--- config.mk ---
export PLATFORM = sky130hd
export DESIGN_NAME = serial_paralelo_rx
export DESIGN_NICKNAME = d
export VERILOG_FILES = /design/src/rtl/phy_pkg.sv /design/src/rtl/com_detector.sv /design/src/rtl/serial_paralelo_rx.sv
export SDC_FILE = /design/constraint.sdc
export NUM_CORES = 1
export LEC_CHECK = 0
export ABC_AREA = 1
export BUFFER_PORTS_ARGS = -buffer_cell sky130_fd_sc_hd__buf_4
export CAP_MARGIN = 20
export CORE_MARGIN = 4
export CORE_UTILIZATION = 39
export CTS_BUF_LIST = sky130_fd_sc_hd__clkbuf_8
export DETAILED_ROUTE_END_ITERATION = 8
export SYNTH_ARGS = -nofsm -noshare
export SYNTH_HDL_FRONTEND = slang
export SYNTH_SLANG_ARGS = --single-unit
--- constraint.sdc ---
create_clock -name clk32f -period 1.6 [get_ports clk32f]
set_clock_uncertainty 0.2 [all_clocks]
set_input_delay 0.16 -clock clk32f [delete_from_list [all_inputs] [get_ports clk32f]]
set_output_delay 0.16 -clock clk32f [all_outputs]
set_load 0.1 [all_outputs]
--- src/rtl/phy_pkg.sv ---
// Shared phy definitions: comma symbol, lane word width and receiver alignment states.
package phy_pkg;

    localparam logic [7:0] COM_SYMBOL = 8'hBC;
    localparam int         WORD_W     = 9;

    typedef enum logic [1:0] {
        SEARCH = 2'd0,
        ALIGN  = 2'd1,
        ACTIVE = 2'd2
    } rx_state_t;

endpackage

--- src/rtl/com_detector.sv ---
// Forms the 8-bit window ending at the current serial bit and flags the COM symbol.
module com_detector
    import phy_pkg::*;
(
    input  logic [6:0] sr_low,
    input  logic       data_in,
    output logic [7:0] w,
    output logic       is_com
);

    assign w      = {sr_low, data_in};
    assign is_com = (w == COM_SYMBOL);

endmodule

--- src/rtl/serial_paralelo_rx.sv ---
// Serial-to-parallel receiver: aligns on COM, locks after LOCK_COUNT aligned COMs, emits {valid, byte}.
// Optional feature: define IDLE_COUNT_EN to add the saturating idle_count output.
module serial_paralelo_rx
    import phy_pkg::*;
#(
    parameter int LOCK_COUNT = 4
)
(
    input  logic              clk32f,
    input  logic              reset,
    input  logic              data_in,
    output logic [WORD_W-1:0] paralelo_out,
    output logic              byte_strobe,
    output logic              active
`ifdef IDLE_COUNT_EN
    ,
    output logic [7:0]        idle_count
`endif
);

    rx_state_t  state_reg;
    rx_state_t  state_next;
    // Only the low 7 history bits are ever read; the window supplies the 8th.
    logic [6:0] sr_reg;
    logic [2:0] bitcnt_reg;
    logic [3:0] comcnt_reg;
    logic [7:0] w;
    logic       is_com;
    logic       boundary;
    logic       lock_hit;

    com_detector u_com_detector (
        .sr_low  (sr_reg),
        .data_in (data_in),
        .w       (w),
        .is_com  (is_com)
    );

    assign boundary = (bitcnt_reg == 3'd7);
    assign lock_hit = (comcnt_reg == 4'(LOCK_COUNT - 1));

    always_comb begin
        state_next = state_reg;
        case (state_reg)
            SEARCH: begin
                if (is_com) state_next = ALIGN;
            end
            ALIGN: begin
                if (boundary) begin
                    if (!is_com)       state_next = SEARCH;
                    else if (lock_hit) state_next = ACTIVE;
                end
            end
            ACTIVE:  state_next = ACTIVE;
            default: state_next = SEARCH;
        endcase
    end

    always_ff @(posedge clk32f or negedge reset) begin
        if (!reset) state_reg <= SEARCH;
        else        state_reg <= state_next;
    end

    always_ff @(posedge clk32f or negedge reset) begin
        if (!reset) begin
            sr_reg       <= '0;
            bitcnt_reg   <= '0;
            comcnt_reg   <= '0;
            paralelo_out <= '0;
            byte_strobe  <= 1'b0;
            active       <= 1'b0;
        end else begin
            sr_reg      <= w[6:0];
            byte_strobe <= 1'b0;
            case (state_reg)
                SEARCH: begin
                    if (is_com) begin
                        bitcnt_reg <= 3'd0;
                        comcnt_reg <= 4'd1;
                    end
                end
                ALIGN: begin
                    bitcnt_reg <= bitcnt_reg + 3'd1;
                    if (boundary) begin
                        if (!is_com)       comcnt_reg <= 4'd0;
                        else if (lock_hit) active     <= 1'b1;
                        else               comcnt_reg <= comcnt_reg + 4'd1;
                    end
                end
                ACTIVE: begin
                    bitcnt_reg <= bitcnt_reg + 3'd1;
                    if (boundary) begin
                        // Idle COMs go out as an invalid all-zero word.
                        paralelo_out <= is_com ? '0 : {1'b1, w};
                        byte_strobe  <= 1'b1;
                    end
                end
                default: ;
            endcase
        end
    end

`ifdef IDLE_COUNT_EN
    always_ff @(posedge clk32f or negedge reset) begin
        if (!reset) begin
            idle_count <= '0;
        end else if (state_reg == ACTIVE && boundary && is_com && idle_count != 8'hFF) begin
            idle_count <= idle_count + 8'd1;
        end
    end
`endif

endmodule

==> run summary <==
Share of layout cells above drive strength 1 = 34.2%
Crit path max fanout = 6
Post-route ant nets = 0
Initial antenna violation count = 0
Core Area = 3080 um2
Synthesized cell area = 1270 um2
Critical Path Max Stage Delay = 0.40 ns
Slew @ Worst Pin = 0.341 ns
Core Rows = 20
Root buffer cell = clkbuf_8
Nets = 171
Avg Cell Area, Syn = 9.67 um2
Synth warn = 0
DP HPWL = 1730 um
Worst r2r dst = state_reg[0]
Setup CP Type = flop to flop
Critical path cell sequence = inv_2 > nand2_4 > nor2_8 > nand2_4 > a21oi_4 > nand2_2 > nand2_1 > nand2_1
Max FFs per register = 9
WP buf/inv = 1
Ys async rst share = 100%
Antenna Cells = 0
# IOs = 14
Post-Syn Instances = 131
Switching Fraction = 28.1%
Unrepaired setup endpoints after global routing = yes
CP Capture Point = state_reg[0]
Most common cell after layout, fill and taps aside = nand2_1
# setup viols final = 0
GRT Total Usage = 12.9%
Maxcap violations = 0
CTS Buffer Depth = 2
R2R Setup Slk = 0.04 ns
Combinational power share = 11.8%
Leak = 0.831 nW
Primary FF master, synth = dfrtp_1
CTS tree = done
P_int = 0.911 mW
Reg2reg start = sr_reg[0]
Die W = 65.0 um
Clock period minus worst slack = 1.56 ns
Status = finished, final reports clean
Drt initial violations = 24
DRC viols = 0
Die area = 4220 um2
Most frequent cells in the layout = 40 x nand2_1, 27 x dfrtp_1, 24 x buf_4, 17 x nand3_1, 7 x nand2_2
Multi-input combinational cell area = 582 um2
First-pass GRT wire length = 4200 um
Maximum clock frequency = 0.641 GHz
#FFs+latches synth = 27
IO buf count = 13
Syn Nets = 140
Crit path depth = 8
Util after Layout = 52.5%
Area of placed instances = 1460 um2
Post-Layout Inst Area = 1620 um2
WL/cell = 11.8 um
Syn-to-layout area delta = 27.7%
P per Cell Area = 784 nW/um2
WL final = 2420 um
CTS clk-pin slew, worst paths = 0.10 ns
Vias = 963
Post-synth top area share = 53.4%
Final Cycle Share = 97.5%
Post-synthesis sequential area ratio = 53.4%
Cts bufs inserted = 3
Vias in the first global route = 975
Synth top area cells = dfrtp_1 53%, nand2_1 12%, nand3_1 7.1%, ha_1 5.9%, nor2_8 3.2%
Synth cell types = 20
CTS H-tree lvls = 1
Initial Util = 41.1%
Startpoint types = flop
Post-synth EDFFs = 0
Largest delay contributor family on the critical path = simple AND/OR/NAND/NOR gates
Vias/cell = 4.70
CP Launch Point = sr_reg[0]
Cell taking the most area after synthesis = dfrtp_1
Fillcell total = 311
Worst R2R Path Depth = 8
Clock sink count = 27
Worst EP required = 1.57 ns
Largest net degree at the start of global routing = 28
Psw = 0.356 mW
Fin. max-slew vios = 0
Rel. slew slack = 77.3%
CP Capture Type = flop
TritonRoute pass-1 iters = 4
GP Congestion = 0.778
Worst path arrival time = 1.53 ns
Hold Path Class = primary input to async pin
GRT overflow = 0
Clock Latency Late Sink = 0.28 ns
CP max stage cell = dfrtp_1
Clock network power share = 31.7%
Seq. cell area = 676 um2
Worst VDD drop = 0.000511 V
Die H = 65.0 um
Sequential share of power = 56.5%
Total power = 1.27 mW
Final hold vios = 0
==> cell families (layout without fill, tap and decap cells) <==
| group | Yosys count | after routing | synth area share [%] |
|---|---|---|---|
| buffers and inverters | 11 | 41 | 3.85 |
| adders and majority gates | 6 | 6 | 5.93 |
| AOI/OAI and AO/OA | 9 | 9 | 5.24 |
| DFF | 27 | 27 | 53.4 |
| xor gates and xnor gates | 1 | 1 | 0.692 |
| and+or+nand+nor | 77 | 77 | 30.9 |
==> layer usage <==
metal	vias to the layer above	share of wire (%)	track usage (%)
met5	-	0	0
met4	0	1.6	6.33
met3	4	2.7	2.08
met2	12	50	21.8
met1	466	45	15.8
li1	481	-	-
==> worst min path at each step <==
stage	from	endpoint
after global placement	reset	paralelo_out[7]
after floorplan	reset	active
final	reset	byte_strobe
after detailed placement	reset	paralelo_out[5]
after CTS	reset	byte_strobe
after global routing	reset	paralelo_out[5]
==> cell type report <==
class | count | share of cell area (%)
Sequential cell | 27 | 41.8
Multi-Input combinational cell | 93 | 36.0
Timing Repair Buffer | 28 | 13.7
Tap cell | 44 | 3.41
Clock buffer | 3 | 2.55
Inverter | 9 | 2.09
Clock inverter | 1 | 0.464
==> per-stage QoR <==
stage / worst slack (ns) / hold WS [ns] / setup TNS [ns] / std cells
3_5_place_dp: 0.00356 / -0.109 / 0 / 193
3_3_place_gp: 0.0774 / -0.113 / 0 / 193
5_1_grt: -0.0536 / 0.155 / -0.173 / 205
4_1_cts: 0.0185 / 0.129 / 0 / 200
2_1_floorplan: 0.0182 / -0.336 / 0 / 131
6_report: 0.0406 / 0.120 / 0 / 205
==> repair_timing <==
action	in CTS	in global routing
buffers inserted	0	5
endpoints found under the setup margin	3	8
endpoints found under the hold margin	29	0
resized for setup	1	12
pin swaps	0	7
cloned	0	0
hold buffers	3	0
==> power by group through the flow <==
| stage | registers (mW) | clock network [mW] | logic (mW) |
|---|---|---|---|
| 2_1_floorplan | 0.805 | 0 | 0.0263 |
| 3_3_place_gp | 0.727 | 0 | 0.144 |
| 3_5_place_dp | 0.729 | 0 | 0.144 |
| 4_1_cts | 0.716 | 0.414 | 0.150 |
| 5_1_grt | 0.719 | 0.436 | 0.158 |
| 6_report | 0.715 | 0.402 | 0.150 |
==> synthesized netlist by cell type (2+ instances only) <==
library cell,count
nor2_8,2
nor2_1,3
nand4_1,2
dfrtp_1,27
nor3_2,2
o21ai_1,5
nand3_1,18
inv_1,7
nand2_4,2
nand2_2,6
inv_2,2
ha_1,6
nand2_1,42
==> worst reg2reg max path, delay by kind of cell, from the launching register on <==
kind,cells,cell delay [ns]
compound gates,1,0.24
buf+inv,1,0.08
flops,1,0.40
simple gates,6,0.54
Note: power is estimated with default switching activity, not from simulation.
